[src/rtl/bnn_controller.sv]
// bnn_controller
//   Sequences one binarised-network inference. It assembles the pixel and
//   weight images from 8-bit load beats, then steps the layer blocks through
//   LAYER1..LAYER3 with a per-phase watchdog, and finally latches the class.
//
// Ports
//   clk, rst_n                   clock, asynchronous active-low reset
//   start, abort                 begin inference / force back to IDLE
//   load_valid, load_data        load beat handshake (in)
//   load_ready                   high only in LOAD (out)
//   state                        phase code broadcast to the layer blocks
//   layer_rst_n                  synchronous reset to the layer blocks (high in LAYERx)
//   pixels, weights              assembled image and layer-1 weights
//   l1_done, l2_done, l3_done    layer completion flags
//   result_in, result            layer-3 class output and its latched copy
//   busy, done, error            status flags
module bnn_controller #(
   parameter int unsigned TIMEOUT   = 4096,
   parameter int unsigned BEATS_PIX = 98,
   parameter int unsigned BEATS_WT  = 9
) (
   input  logic                    clk,
   input  logic                    rst_n,
   input  logic                    start,
   input  logic                    abort,
   input  logic                    load_valid,
   input  logic [7:0]              load_data,
   output logic                    load_ready,
   output logic [2:0]              state,
   output logic                    layer_rst_n,
   output logic [8*BEATS_PIX-1:0]  pixels,
   output logic [8*BEATS_WT-1:0]   weights,
   input  logic                    l1_done,
   input  logic                    l2_done,
   input  logic                    l3_done,
   input  logic [3:0]              result_in,
   output logic [3:0]              result,
   output logic                    busy,
   output logic                    done,
   output logic                    error
);

   localparam int unsigned BEATS = BEATS_PIX + BEATS_WT;
   localparam int unsigned BW    = $clog2(BEATS + 1);
   localparam int unsigned CW    = (TIMEOUT > 1) ? $clog2(TIMEOUT) : 1;

   typedef enum logic [2:0] {
      S_IDLE   = 3'b000,
      S_LOAD   = 3'b001,
      S_LAYER1 = 3'b010,
      S_LAYER2 = 3'b011,
      S_LAYER3 = 3'b100,
      S_DONE   = 3'b101,
      S_ERROR  = 3'b111
   } state_t;

   state_t                  r_state;
   state_t                  w_next;
   logic [1:0]              r_rst_sync;
   logic                    w_rst_n;
   logic [BW-1:0]           r_beat;
   logic [CW-1:0]           r_cyc;
   logic                    w_accept;
   logic                    w_last_beat;
   logic                    w_timeout;
   logic                    w_next_layer;
   logic                    r_load_ready;
   logic                    r_layer_rst_n;
   logic                    r_busy;
   logic                    r_done;
   logic                    r_error;
   logic [8*BEATS_PIX-1:0]  r_pixels;
   logic [8*BEATS_WT-1:0]   r_weights;
   logic [3:0]              r_result;

   // Reset asserts immediately but releases only after two clk edges, so the
   // FSM cannot leave IDLE on a metastable release.
   always_ff @(posedge clk or negedge rst_n) begin
      if (!rst_n) r_rst_sync <= '0;
      else        r_rst_sync <= {r_rst_sync[0], 1'b1};
   end
   assign w_rst_n = r_rst_sync[1];

   assign w_accept     = r_load_ready & load_valid;
   assign w_last_beat  = (r_beat == BW'(BEATS - 1));
   assign w_timeout    = (r_cyc == CW'(TIMEOUT - 1));
   assign w_next_layer = (w_next == S_LAYER1) || (w_next == S_LAYER2) || (w_next == S_LAYER3);

   // A done flag is only looked at in its own phase and beats the watchdog.
   always_comb begin
      w_next = r_state;
      if (abort) begin
         w_next = S_IDLE;
      end else begin
         case (r_state)
            S_IDLE, S_DONE, S_ERROR: if (start) w_next = S_LOAD;
            S_LOAD:   if (w_accept && w_last_beat) w_next = S_LAYER1;
            S_LAYER1: if (l1_done) w_next = S_LAYER2; else if (w_timeout) w_next = S_ERROR;
            S_LAYER2: if (l2_done) w_next = S_LAYER3; else if (w_timeout) w_next = S_ERROR;
            S_LAYER3: if (l3_done) w_next = S_DONE;   else if (w_timeout) w_next = S_ERROR;
            default:  w_next = S_IDLE;
         endcase
      end
   end

   // Status outputs are registered from the next state so they always agree
   // with the registered state code.
   always_ff @(posedge clk or negedge w_rst_n) begin
      if (!w_rst_n) begin
         r_state       <= S_IDLE;
         r_load_ready  <= 1'b0;
         r_layer_rst_n <= 1'b0;
         r_busy        <= 1'b0;
         r_done        <= 1'b0;
         r_error       <= 1'b0;
         r_result      <= '0;
         r_beat        <= '0;
         r_cyc         <= '0;
         r_pixels      <= '0;
         r_weights     <= '0;
      end else begin
         r_state       <= w_next;
         r_load_ready  <= (w_next == S_LOAD);
         r_layer_rst_n <= w_next_layer;
         r_busy        <= (w_next == S_LOAD) || w_next_layer;
         r_done        <= (w_next == S_DONE);
         r_error       <= (w_next == S_ERROR);

         if ((r_state == S_LAYER3) && (w_next == S_DONE)) r_result <= result_in;

         if ((w_next == S_LOAD) && (r_state != S_LOAD)) r_beat <= '0;
         else if (w_accept)                             r_beat <= r_beat + BW'(1);

         // Any phase change restarts the watchdog; r_layer_rst_n marks the
         // cycles spent inside a LAYERx phase.
         if (w_next != r_state)  r_cyc <= '0;
         else if (r_layer_rst_n) r_cyc <= r_cyc + CW'(1);

         if (w_accept) begin
            if (r_beat < BW'(BEATS_PIX)) r_pixels[r_beat*8 +: 8] <= load_data;
            else                         r_weights[(r_beat - BW'(BEATS_PIX))*8 +: 8] <= load_data;
         end
      end
   end

   assign state       = r_state;
   assign load_ready  = r_load_ready;
   assign layer_rst_n = r_layer_rst_n;
   assign busy        = r_busy;
   assign done        = r_done;
   assign error       = r_error;
   assign result      = r_result;
   assign pixels      = r_pixels;
   assign weights     = r_weights;

endmodule

[config.mk]
export PLATFORM = sky130hd
export DESIGN_NAME = bnn_controller
export DESIGN_NICKNAME = d
export VERILOG_FILES = /design/src/rtl/bnn_controller.sv
export SDC_FILE = /design/constraint.sdc
export NUM_CORES = 1
export LEC_CHECK = 0
export CAP_MARGIN = 20
export CELL_PAD_IN_SITES_DETAIL_PLACEMENT = 1
export CELL_PAD_IN_SITES_GLOBAL_PLACEMENT = 2
export CORE_MARGIN = 1
export CORE_UTILIZATION = 30
export DETAILED_ROUTE_END_ITERATION = 6
export PLACE_DENSITY_LB_ADDON = 0.1
export SYNTH_ARGS = -nofsm -noshare
export SYNTH_HDL_FRONTEND = slang
export SYNTH_SLANG_ARGS = --single-unit
[constraint.sdc]
create_clock -name clk -period 67.6 [get_ports clk]
set_input_delay 13.52 -clock clk [delete_from_list [all_inputs] [get_ports clk]]
set_output_delay 13.52 -clock clk [all_outputs]
set_load 0.005 [all_outputs]
; ---- Word-level counts from Yosys, hierarchy flattened
; Cells that the tools add are included.
; Widths: inputs -> output; s select.
[word_totals]
latchBits = 0
rom_bits = 0
n_memories = 0
ff_bits = 889
ramBits = 0
input_bits = 20
[classes]
shifts = 4
n_addsub = 5
n_lt_le_gt_ge = 1
n_eq_ne = 16
div_mod_pow = 0
bitwise_logic = 2
n_reduce_logical = 12
n_mux = 14
mul = 0
[ops]
columns = op, n
row1 = $bwmux 784, 1
row2 = $shift 8x34->784 const A, 1
row3 = $shiftx 8x34->784, 1
row4 = $bwmux 72, 1
row5 = $shift 8x34->72 const A, 1
row6 = $shiftx 8x34->72, 1
row7 = $neg 10->34, 1
row8 = $neg 32->34, 1
row9 = $mux 12, 2
row10 = $mux 3, 7
row11 = $eq 3x3->1 const B, 6
row12 = $pmux 3 s5, 1
row13 = $mux 7, 2
row14 = $add 12x1->12 const B, 1
row15 = $eq 12x12->1 const B, 1
row16 = $eq 3x2->1 const B, 4
row17 = $sub 7x7->8 const B, 1
row18 = $add 7x1->7 const B, 1
row19 = $eq 7x7->1 const B, 1
row20 = $lt 7x7->1 const B, 1
row21 = $eq 3x1->1 const B, 2
row22 = $reduce_and 2->1, 2
row23 = $reduce_bool 2->1, 2
row24 = $logic_and 1x1->1, 3
row25 = other kinds (7), 9

; ---- Logic depth before layout (Yosys ltp)
[logic_depth]
depth_word = 9
mapped_depth = 14
mapped_depth_nobuf = 12

; ---- Worst setup path after synthesis
; OpenSTA, ideal clock, no wires.
[synth_timing]
path_kind = input to register
startpoint = in load_valid
endpoint = reg r_pixels[320] (netlist: pixels[320])
cell_stages = 8
setup_slack_ps = 52167
arrival_ps = 15308
path_cell_list = and2_1 -> clkbuf_1 -> nand3_1 -> buf_2 -> buf_6 -> buf_2 -> nor3_2 -> mux2_2
[synth_between]
elab_chain_cells = 2
[synth_rtl]
columns = item, line_no
row1 = "start, declared", 26  ; input logic load_valid,
row2 = $and 1x1->1, 84  ; assign w_accept = r_load_ready & load_valid;
row3 = $reduce_and 2->1 (no line), -
row4 = "end signal, assigned by index", 140  ; if (r_beat < BW'(BEATS_PIX)) r_pixels[r_beat*8 +: 8] <= load_data;
row5 = "end, declared", 72  ; logic [8*BEATS_PIX-1:0] r_pixels;
; No other way between the ends.
; A chain may end at the register's enable or synchronous reset.

; ---- Worst setup path after layout
[layout_timing]
startpoint = in load_valid
endpoint = reg r_pixels[548] (netlist: pixels[548])
; Same word-level chain as after synthesis.

==> impl_metrics.env <==
export IMPL_place_inst=5255
export IMPL_synth_seq_cells=889
export IMPL_gr_usage_met2_pct=43.64
export IMPL_hold_end="r_rst_sync[1]"
export IMPL_maxCapViolations=0
export IMPL_worst_pin_slew_ns=1.119
export IMPL_wl_per_cell_um=29.99
export IMPL_dieArea_mm2=0.1291
export IMPL_slowest_stage="or4_1"
export IMPL_grt_pass1_vias=30490
export IMPL_hp_start="r_rst_sync[0]"
export IMPL_fin_tns_setup_ns=0
export IMPL_crit_type="input port to flop"
export IMPL_r2r_start="r_beat[2]"
export IMPL_crit_path_start_kind="input port"
export IMPL_peakVddDrop_uv=21.07
export IMPL_grt_overflow=0
export IMPL_insertion_delay_ns=0.71
export IMPL_ioPinCount=888
export IMPL_use_met1_pct=29.88
export IMPL_cp_buffers_inverters=2
export IMPL_hp_class="flop to flop"
export IMPL_status="completed"
export IMPL_nNetsFinal=3753
export IMPL_syn_to_final_growth_pct=37.10
export IMPL_fin_cells=5453
export IMPL_cts_buffers=104
export IMPL_r2r_cells=11
export IMPL_synth_edf_count=0
export IMPL_critPathMaxFanout=34
export IMPL_drc=0
export IMPL_root_buffer="clkbuf_16"
export IMPL_crit_path_max_incr_delay_ns=0.85
export IMPL_routed_wl_mm=163.5
export IMPL_grt_max_degree=155
export IMPL_coreArea_mm2=0.1261
export IMPL_cts_hold_fix_buffers=0
export IMPL_drive_gt1_share_pct=29.00
export IMPL_total_power_mw=1.374
export IMPL_syn_inst=2842
export IMPL_finalCriticalPeriod_ns=16.31
export IMPL_grt_usage_pct=25.28
export IMPL_htreeDepth=3
export IMPL_crit_required_ns=68.17
export IMPL_start_util_pct=30.39
export IMPL_crit_chain="clkdlybuf4s50_1 -> and2_1 -> nand3_4 -> buf_4 -> or4_1 -> mux2_4"
export IMPL_rsz0062_at_grt="false"
export IMPL_drt_iter0_drc=1200
export IMPL_hold_violations=0
export IMPL_die_w_um=359.3
export IMPL_max_freq_ghz=0.06133
export IMPL_synth_seq_area_share_pct=58.07
export IMPL_dr_pass1_iters=4
export IMPL_clock_sinks=889
export IMPL_postCtsResizedCells=0
export IMPL_gp_congestion=0.8516
export IMPL_netlist_area_mm2=0.03831
export IMPL_yosysTopAreaCell="dfrtp_1"
export IMPL_die_y_um=359.3
export IMPL_utilization_pct=41.66
export IMPL_path_clk_slew_ns=0.06
export IMPL_leakagePower_nw=23.94
export IMPL_post_cts_setup_buffer_count=0
export IMPL_cts_tree="done"
export IMPL_ys_warnings_count=0
export IMPL_r2r_setup_slack_ns=61.95
export IMPL_slew_limit_headroom_pct=24.98
export IMPL_synthDistinctLibCells=86
export IMPL_final_setup_viol_count=0
export IMPL_port_buffers=887
export IMPL_viasPerCell=5.007
export IMPL_crit_family="simple AND/OR/NAND/NOR gates"
export IMPL_antenna_found_initial=6
export IMPL_synth_top_cell_area_share_pct=58.07
export IMPL_num_rows=130
export IMPL_synthTopCellsByArea="dfrtp_1 (58%), mux2_2 (21%), nor2_1 (3.0%), mux2i_1 (1.8%), mux2_4 (1.5%)"
export IMPL_cp_end_kind="flop"
export IMPL_yosys_most_used_dff="dfrtp_1"
export IMPL_async_flop_share_pct=100.0
export IMPL_avgSynthCellArea_um2=13.48
export IMPL_cts_max_path_buffers=3
export IMPL_cp_arrival_ns=16.88
export IMPL_post_synth_top_count_cell="dfrtp_1"
export IMPL_ant_nets=0
export IMPL_grt_pass1_wl_mm=236.2
export IMPL_reg2reg_to="weights[18]"
export IMPL_hold_path_depth=0
export IMPL_gr_usage_met3_pct=6.656
export IMPL_p_per_area_mw_per_mm2=26.16
export IMPL_synth_common_cells="dfrtp_1 (889), mux2_2 (718), nor2_1 (302)"
export IMPL_skew_ns=0.01857
export IMPL_fin_crit_sh_pct=24.12
export IMPL_busiest_layer="met2"
export IMPL_dr_total_vias=27310
export IMPL_synthesis_nets=2879
export IMPL_dp_hpwl_mm=119.4
export IMPL_final_max_slew_violation_count=0
## cells in the final DEF, fill, tap and decap left out, types with 5 or more instances in the layout
cell type / count
nand4_1: 21
mux2_1: 33
nor3_2: 50
buf_4: 31
and4_1: 5
a21oi_1: 13
nor2_1: 302
inv_1: 78
clkdlybuf4s50_1: 880
xor2_1: 9
ha_1: 16
mux2_2: 718
nand3_2: 6
bufinv_16: 7
and2_1: 15
xnor2_1: 14
nor2b_1: 6
nor3_1: 68
or4_1: 33
nor4_4: 9
clkbuf_8: 24
clkinv_2: 15
nand2_1: 100
dfrtp_1: 888
nor4_1: 17
nand4_2: 12
clkbuf_16: 106
buf_2: 7
and3_1: 18
mux2_4: 37
o21ai_0: 15
nor3_4: 15
mux2i_1: 69
clkbuf_1: 29
nand3_1: 23
## routing by layer
layer,part of all wire (%),vias up
met3,6.4,244
met4,3.8,6
li1,-,11730
met2,50,800
met5,0.022,-
met1,40,14520
## worst reg2reg max path: cells and delay by family, from the launching register on
kind / cells / cell delay, ns
muxes: 1 / 0.42
adders and majority gates: 2 / 0.81
buffers and inverters: 1 / 0.25
and+or+nand+nor: 5 / 2.61
AOI/OAI and AO/OA: 2 / 0.66
DFF: 1 / 0.81
## final cells by class
class	instances	area, µm²
clock inverters	31	366.6
inverters	79	296.5
multi-input cells	1715	15200
well taps	1650	2064
clock buffers	159	3092
diodes	3	7.507
repair buffers	927	9248
fillers	12970	73540
flip-flops and latches	889	22250
## registers in the layout, indices dropped and copies added (netlist names), 2 cells and up
| register | count |
|---|---|
| pixels | 784 |
| state | 3 |
| weights | 72 |
| result | 4 |
| r_cyc | 12 |
| r_rst_sync | 2 |
| r_beat | 7 |
## power breakdown
group	switching (mW)	total [mW]	internal (mW)
sequential	0.00546	0.542	0.536
combinational	0.212	0.261	0.0488
clock	0.231	0.572	0.340
total	0.449	1.37	0.925
## metrics by stage
stage,hold WS [ns],worst slack (ns),area (µm²)
2_1_floorplan,0.3312,40.99,38310
3_3_place_gp,0.3327,50.69,48890
3_5_place_dp,0.3386,50.62,48990
4_1_cts,0.3519,51.38,52450
5_1_grt,0.3556,51.21,52520
6_report,0.3513,51.29,52520
## logic make-up after synthesis
kind of cell / Yosys count / synth area share, %
multiplexers: 857 / 25.33
flip-flops: 889 / 58.07
AO/OA/AOI/OAI: 66 / 1.303
buffers and inverters: 238 / 2.714
AND/OR/NAND/NOR: 743 / 11.17
XOR/XNOR: 31 / 0.8459
other: 1 / 0.009789
adder cells (fa/ha/maj): 17 / 0.5553
## how the worst max path moves through the flow
stage / slack, ns / to / start / cells past startpoint
2_1_floorplan: 40.99 / busy / r_rst_sync[1] / 0
3_3_place_gp: 50.69 / pixels[548] / load_valid / 6
3_5_place_dp: 50.62 / pixels[568] / load_valid / 6
4_1_cts: 51.38 / pixels[546] / load_valid / 6
5_1_grt: 51.21 / pixels[544] / load_valid / 6
6_report: 51.29 / pixels[548] / load_valid / 6
(Power assumes the default switching activity.)
